`config.mk`:
```
export PLATFORM = sky130hd
export DESIGN_NAME = spawn_stream_arbiter
export DESIGN_NICKNAME = d
export VERILOG_FILES = /design/src/rtl/spawn_stream_arbiter_pkg.sv /design/src/rtl/spawn_stream_arbiter_rr_picker.sv /design/src/rtl/spawn_stream_arbiter.sv
export SDC_FILE = /design/constraint.sdc
export NUM_CORES = 1
export LEC_CHECK = 0
export CAP_MARGIN = 40
export CORE_AREA = 2 2 131 133
export DETAILED_ROUTE_END_ITERATION = 6
export DIE_AREA = 0 0 133 135
export HOLD_SLACK_MARGIN = 0.05
export PLACE_DENSITY_LB_ADDON = 0.1
export SLEW_MARGIN = 40
export SYNTH_ARGS = -nofsm -noshare
export SYNTH_HDL_FRONTEND = slang
export SYNTH_SLANG_ARGS = --single-unit
```
`constraint.sdc`:
```
create_clock -name clk -period 2.9 [get_ports clk]
set_input_delay 0.58 -clock clk [delete_from_list [all_inputs] [get_ports clk]]
set_output_delay 0.58 -clock clk [all_outputs]
set_load 0.02 [all_outputs]
```
`src/rtl/spawn_stream_arbiter_pkg.sv`:
```
// Shared helpers for the spawn notification stream arbiter.
// Only width helpers live here; protocol constants stay elsewhere.
package spawn_stream_arbiter_pkg;

  function automatic int id_width(input int n);
    return (n > 1) ? $clog2(n) : 1;
  endfunction

endpackage

```
`src/rtl/spawn_stream_arbiter_rr_picker.sv`:
```
// Rotated first-one search: lowest requester strictly after i_last,
// wrapping modulo NUM_IN.
module spawn_stream_arbiter_rr_picker
  import spawn_stream_arbiter_pkg::*;
#(
  parameter int NUM_IN = 4,
  parameter int ID_W   = id_width(NUM_IN)
) (
  input  logic [NUM_IN-1:0] i_req,
  input  logic [ID_W-1:0]   i_last,
  output logic              o_any,
  output logic [ID_W-1:0]   o_idx
);

  logic [ID_W-1:0]   w_start;
  logic [ID_W-1:0]   w_off;
  logic [NUM_IN-1:0] w_rot;
  logic [ID_W:0]     w_sum;

  assign o_any   = |i_req;
  assign w_start = (i_last >= ID_W'(NUM_IN - 1)) ? '0
                 : i_last + ID_W'(1);

  // Bit j of w_rot is request (w_start + j) mod NUM_IN.
  assign w_rot = NUM_IN'({i_req, i_req} >> w_start);

  always_comb begin
    w_off = '0;
    for (int j = NUM_IN - 1; j >= 0; j--) begin
      if (w_rot[j]) w_off = ID_W'(j);
    end
  end

  assign w_sum = {1'b0, w_start} + {1'b0, w_off};
  assign o_idx = (w_sum >= (ID_W+1)'(NUM_IN))
               ? ID_W'(w_sum - (ID_W+1)'(NUM_IN))
               : w_sum[ID_W-1:0];

endmodule

```
`src/rtl/spawn_stream_arbiter.sv`:
```
// Packet-atomic round-robin merge of NUM_IN AXI-Stream sources
// onto the single taskwait/notification stream.
module spawn_stream_arbiter
  import spawn_stream_arbiter_pkg::*;
#(
  parameter  int NUM_IN = 4,
  parameter  int DATA_W = 64,
  localparam int ID_W   = id_width(NUM_IN)
) (
  input  logic                     clk,
  input  logic                     rst,
  input  logic [NUM_IN*DATA_W-1:0] inStream_TDATA,
  input  logic [NUM_IN-1:0]        inStream_TVALID,
  input  logic [NUM_IN-1:0]        inStream_TLAST,
  output logic [NUM_IN-1:0]        inStream_TREADY,
  output logic [DATA_W-1:0]        outStream_TDATA,
  output logic                     outStream_TVALID,
  output logic                     outStream_TLAST,
  output logic [ID_W-1:0]          outStream_TID,
  input  logic                     outStream_TREADY,
  output logic                     busy
);

  typedef enum logic {
    IDLE   = 1'b0,
    LOCKED = 1'b1
  } state_t;

  state_t          r_state;
  state_t          w_state_nxt;
  logic [ID_W-1:0] r_grant;
  logic [ID_W-1:0] r_last;
  logic [ID_W-1:0] w_grant_nxt;
  logic [ID_W-1:0] w_last_nxt;
  logic [ID_W-1:0] w_pick;
  logic            w_any;
  logic            w_valid;
  logic            w_tlast;
  logic [DATA_W-1:0] w_data [NUM_IN];

  for (genvar i = 0; i < NUM_IN; i++) begin : g_unpack
    assign w_data[i] = inStream_TDATA[i*DATA_W +: DATA_W];
  end

  spawn_stream_arbiter_rr_picker #(
    .NUM_IN (NUM_IN),
    .ID_W   (ID_W)
  ) u_picker (
    .i_req  (inStream_TVALID),
    .i_last (r_last),
    .o_any  (w_any),
    .o_idx  (w_pick)
  );

  assign w_valid = inStream_TVALID[r_grant];
  assign w_tlast = inStream_TLAST[r_grant];

  always_comb begin
    w_state_nxt      = r_state;
    w_grant_nxt      = r_grant;
    w_last_nxt       = r_last;
    outStream_TDATA  = '0;
    outStream_TVALID = 1'b0;
    outStream_TLAST  = 1'b0;
    outStream_TID    = r_last;
    inStream_TREADY  = '0;
    busy             = 1'b0;
    unique case (r_state)
      IDLE: begin
        if (w_any) begin
          w_state_nxt = LOCKED;
          w_grant_nxt = w_pick;
          w_last_nxt  = w_pick;
        end
      end
      LOCKED: begin
        busy             = 1'b1;
        outStream_TDATA  = w_data[r_grant];
        outStream_TVALID = w_valid;
        outStream_TLAST  = w_tlast;
        outStream_TID    = r_grant;
        inStream_TREADY[r_grant] = outStream_TREADY;
        // Lock holds through source stalls until the last beat moves.
        if (w_valid && outStream_TREADY && w_tlast) begin
          w_state_nxt = IDLE;
        end
      end
    endcase
  end

  always_ff @(posedge clk or posedge rst) begin
    if (rst) begin
      r_state <= IDLE;
      r_grant <= '0;
      r_last  <= ID_W'(NUM_IN - 1);
    end else begin
      r_state <= w_state_nxt;
      r_grant <= w_grant_nxt;
      r_last  <= w_last_nxt;
    end
  end

endmodule

```
==> key figures, run 1 <==
Run status
  • Outcome: finished clean

Timing
  • Fin crit period: 2.79 ns
  • Fmax: 358 MHz
  • Final slew viol count: 0
  • Final hold viol count: 0
  • Skew final: 0.00178 ns
  • Worst-margin pin slew: 0.326 ns
  • RSZ-0062 raised after global routing: false
  • Crit share post-route: 96.3%
  • Fin Hold WS: 0.534 ns
  • Setup TNS: 0 ns
  • # setup viols final: 0
  • Slew margin rel.: 78.3%

Worst setup path
  • Slowest Stage Delay on Critical Path: 0.53 ns
  • Crit path arrival time: 2.21 ns
  • Top delay family on crit path: buffers and inverters
  • Setup CP Type: input pin to output port
  • Critical Path Fanout Max: 2
  • Crit start category: input pin
  • Slowest-stage cell, CP: clkdlybuf4s50_1
  • Crit path top cell by count: clkdlybuf4s50_1
  • Crit end category: output port
  • Worst reg2reg startpoint: r_last[0]
  • Worst path required time: 2.32 ns
  • Critical path, cell by cell: clkdlybuf4s50_1 > mux4_2 > and2_1 > clkdlybuf4s50_1
  • Crit path from: inStream_TVALID[3]
  • WP buf/inv: 2

Die
  • Starting density of the core: 14.9%
  • IO Pins: 340
  • Row cnt: 47
  • Core Area: 0.0164 mm^2
  • Die Area: 0.0180 mm^2
  • Die height: 135 um
  • Die width: 133 um

Logic synthesis
  • Cell taking the most area after synthesis: mux4_2
  • Multiplexer share of the synthesized area: 62.2%
  • Fraction of registers with async set/reset: 100%
  • Top FF cell, synth: dfrtp_1
  • EDFF count, synth: 0
  • Synth Area in XOR/XNOR: 0%
  • Synth top area cells: mux4_2, and2_1, buf_6, dfrtp_1, dfstp_2
  • Netlist cell types: 26
  • Post-Syn Instances: 206
  • Area share of the largest cell type after synthesis: 60.9%
  • Most frequent cells after synthesis: and2_1, mux4_2, clkbuf_1
  • Largest family of logic cells by synthesized area: multiplexers
  • Mean area per synthesized cell: 11.8 um^2
  • Sequential share of the synthesized area: 5.23%
  • Synth warn: 0
  • Adder-Cell Fraction of Synth Area: 0.513%
  • Complex-gate fraction of the synthesized area: 4.82%
  • Synth Net Count: 474
  • Simple-Gate Fraction of Synth Area: 19.9%
  • Synthesized area: 0.00244 mm^2
  • Flop and latch count out of synthesis: 5

Job
  • Max Cap Viol: 0

Clock tree
  • Root buf cell: clkbuf_16
  • Clock buffer count from CTS: 3
  • Setup bufs post-CTS: 0
  • Clock Sinks: 5
  • Clock tree from TritonCTS: done
  • Hold buffers post-CTS: 0
  • Reg clk slew, reported paths: 0.03 ns
  • Worst-Skew Late Latency: 0.23 ns
  • Maximum buffer depth of the clock tree: 2
  • Clock H-tree levels: 1
  • Post-CTS Resized: 0

Routing
  • DR WL/cell: 17.9 um
  • Post-DRT Antenna Nets: 0
  • Vias per inst: 4.25
  • DRT iter0 DRCs: 58
  • Residual DRC: 0
  • Total Routed Length: 13500 um
  • 1st-pass router iterations: 4
  • Vias: 3210

Place
  • Port Buf Inserts: 339
  • RePlAce Congestion: 0.763
  • DP Cell Count: 751
  • Hpwl dp: 11300 um

Power
  • Cell internal pwr: 2.82 mW
  • Leakage: 2.17 nW
  • Combinational share of power: 91.3%
  • Tot Pwr: 4.87 mW
  • Power per cell area: 785 mW/mm^2
  • Flop pwr share: 4.0%
  • Clk pwr share: 4.7%
  • P_sw: 2.05 mW
  • Peak VDD IR: 0.000394 V
  • Switch share: 42.0%

Global route
  • Total track usage: 14.3%
  • Vias in the first global route: 3529
  • Largest net degree at the start of global routing: 37
  • First-pass GRT wire length: 20300 um
  • Antenna violations before repair: 1
  • Grt ovf: 0

Final layout
  • Fillers: 1601
  • Final Non-Filler Cells: 755
  • Final core utilization: 37.8%
  • # diodes: 0
  • P&R area growth vs syn: 154%
  • Ratio of cells with drive above 1 in the final layout: 16.4%
  • Final #Nets: 804

Worst hold path
  • Hold_sp: r_last[1]
  • Worst min path class: flip-flop to flip-flop
## layout by cell type (no fill, tap or decap), drive strengths merged, types with 3 or more instances in the layout
cell,netlist,layout
buf,15,12
mux4,66,66
clkbuf,11,4
nand2,6,6
and2,66,66
dfrtp,3,3
inv,5,5
nor2,5,5
a21oi,3,3
nor3,3,3
a21o,3,3
clkdlybuf4s50,0,339
## stage by stage
stage | instance area (um^2) | worst slack [ns]
6_report | 6200 | 0.106
5_1_grt | 6200 | 0.0234
4_1_cts | 6200 | 0.0886
3_5_place_dp | 6120 | 0.0969
3_3_place_gp | 6120 | 0.0868
2_1_floorplan | 2440 | 0.885
## final timing paths
kind	endpoint	slack [ns]	cells after the start
min	r_last[1]	0.53	1
min reg2reg	r_last[1]	0.53	1
min in group asynchronous	r_grant[0]	0.58	2
max reg2reg	r_last[1]	1.26	5
max	outStream_TVALID	0.11	4
max in group asynchronous	r_last[1]	2.09	2
## registers in the layout (all words and copies together) (netlist names)
signal / cells
r_grant: 2
r_state: 1
r_last: 2
## cells by family (layout without fill, tap and decap cells)
logic type,Yosys count,in the layout
AND/OR/NAND/NOR,83,83
multiplexers,69,69
buffers and inverters,31,360
AO/OA/AOI/OAI,17,17
flip-flops,5,5
adder cells (fa/ha/maj),1,1
## per-layer routing
layer	GRT usage, %	part of all wire (%)
met5	0	0.11
met2	27.5	53
met3	3.19	7.8
met4	3.11	1.5
met1	16.1	37
## final cells by class
type | count | area [um^2] | area share, %
inverters | 5 | 18.8 | 0.303
clock buffers | 4 | 78.8 | 1.27
multi-input cells | 170 | 2130 | 34.4
repair buffers | 351 | 3560 | 57.4
flip-flops and latches | 5 | 134 | 2.16
well taps | 220 | 275 | 4.44
## power groups by stage
stage	logic (mW)	clock network, mW	registers (mW)
floorplan	2.67	0	0.141
global placement	4.49	0	0.199
detailed placement	4.50	0	0.196
CTS	4.52	0.231	0.197
global route	4.74	0.239	0.206
finish	4.45	0.227	0.195
Note: power is estimated with default switching activity, not from simulation.
==> inputs of run 2 (changes only) <==
--- a/config.mk
+++ b/config.mk
@@ -11,6 +11,7 @@
 export DIE_AREA = 0 0 133 135
 export HOLD_SLACK_MARGIN = 0.05
 export PLACE_DENSITY_LB_ADDON = 0.1
+export SKIP_CTS_REPAIR_TIMING = 1
 export SLEW_MARGIN = 40
 export SYNTH_ARGS = -nofsm -noshare
 export SYNTH_HDL_FRONTEND = slang
==> results of run 2 <==
No change in the layout: final DEF, timing and power equal those of run 1.
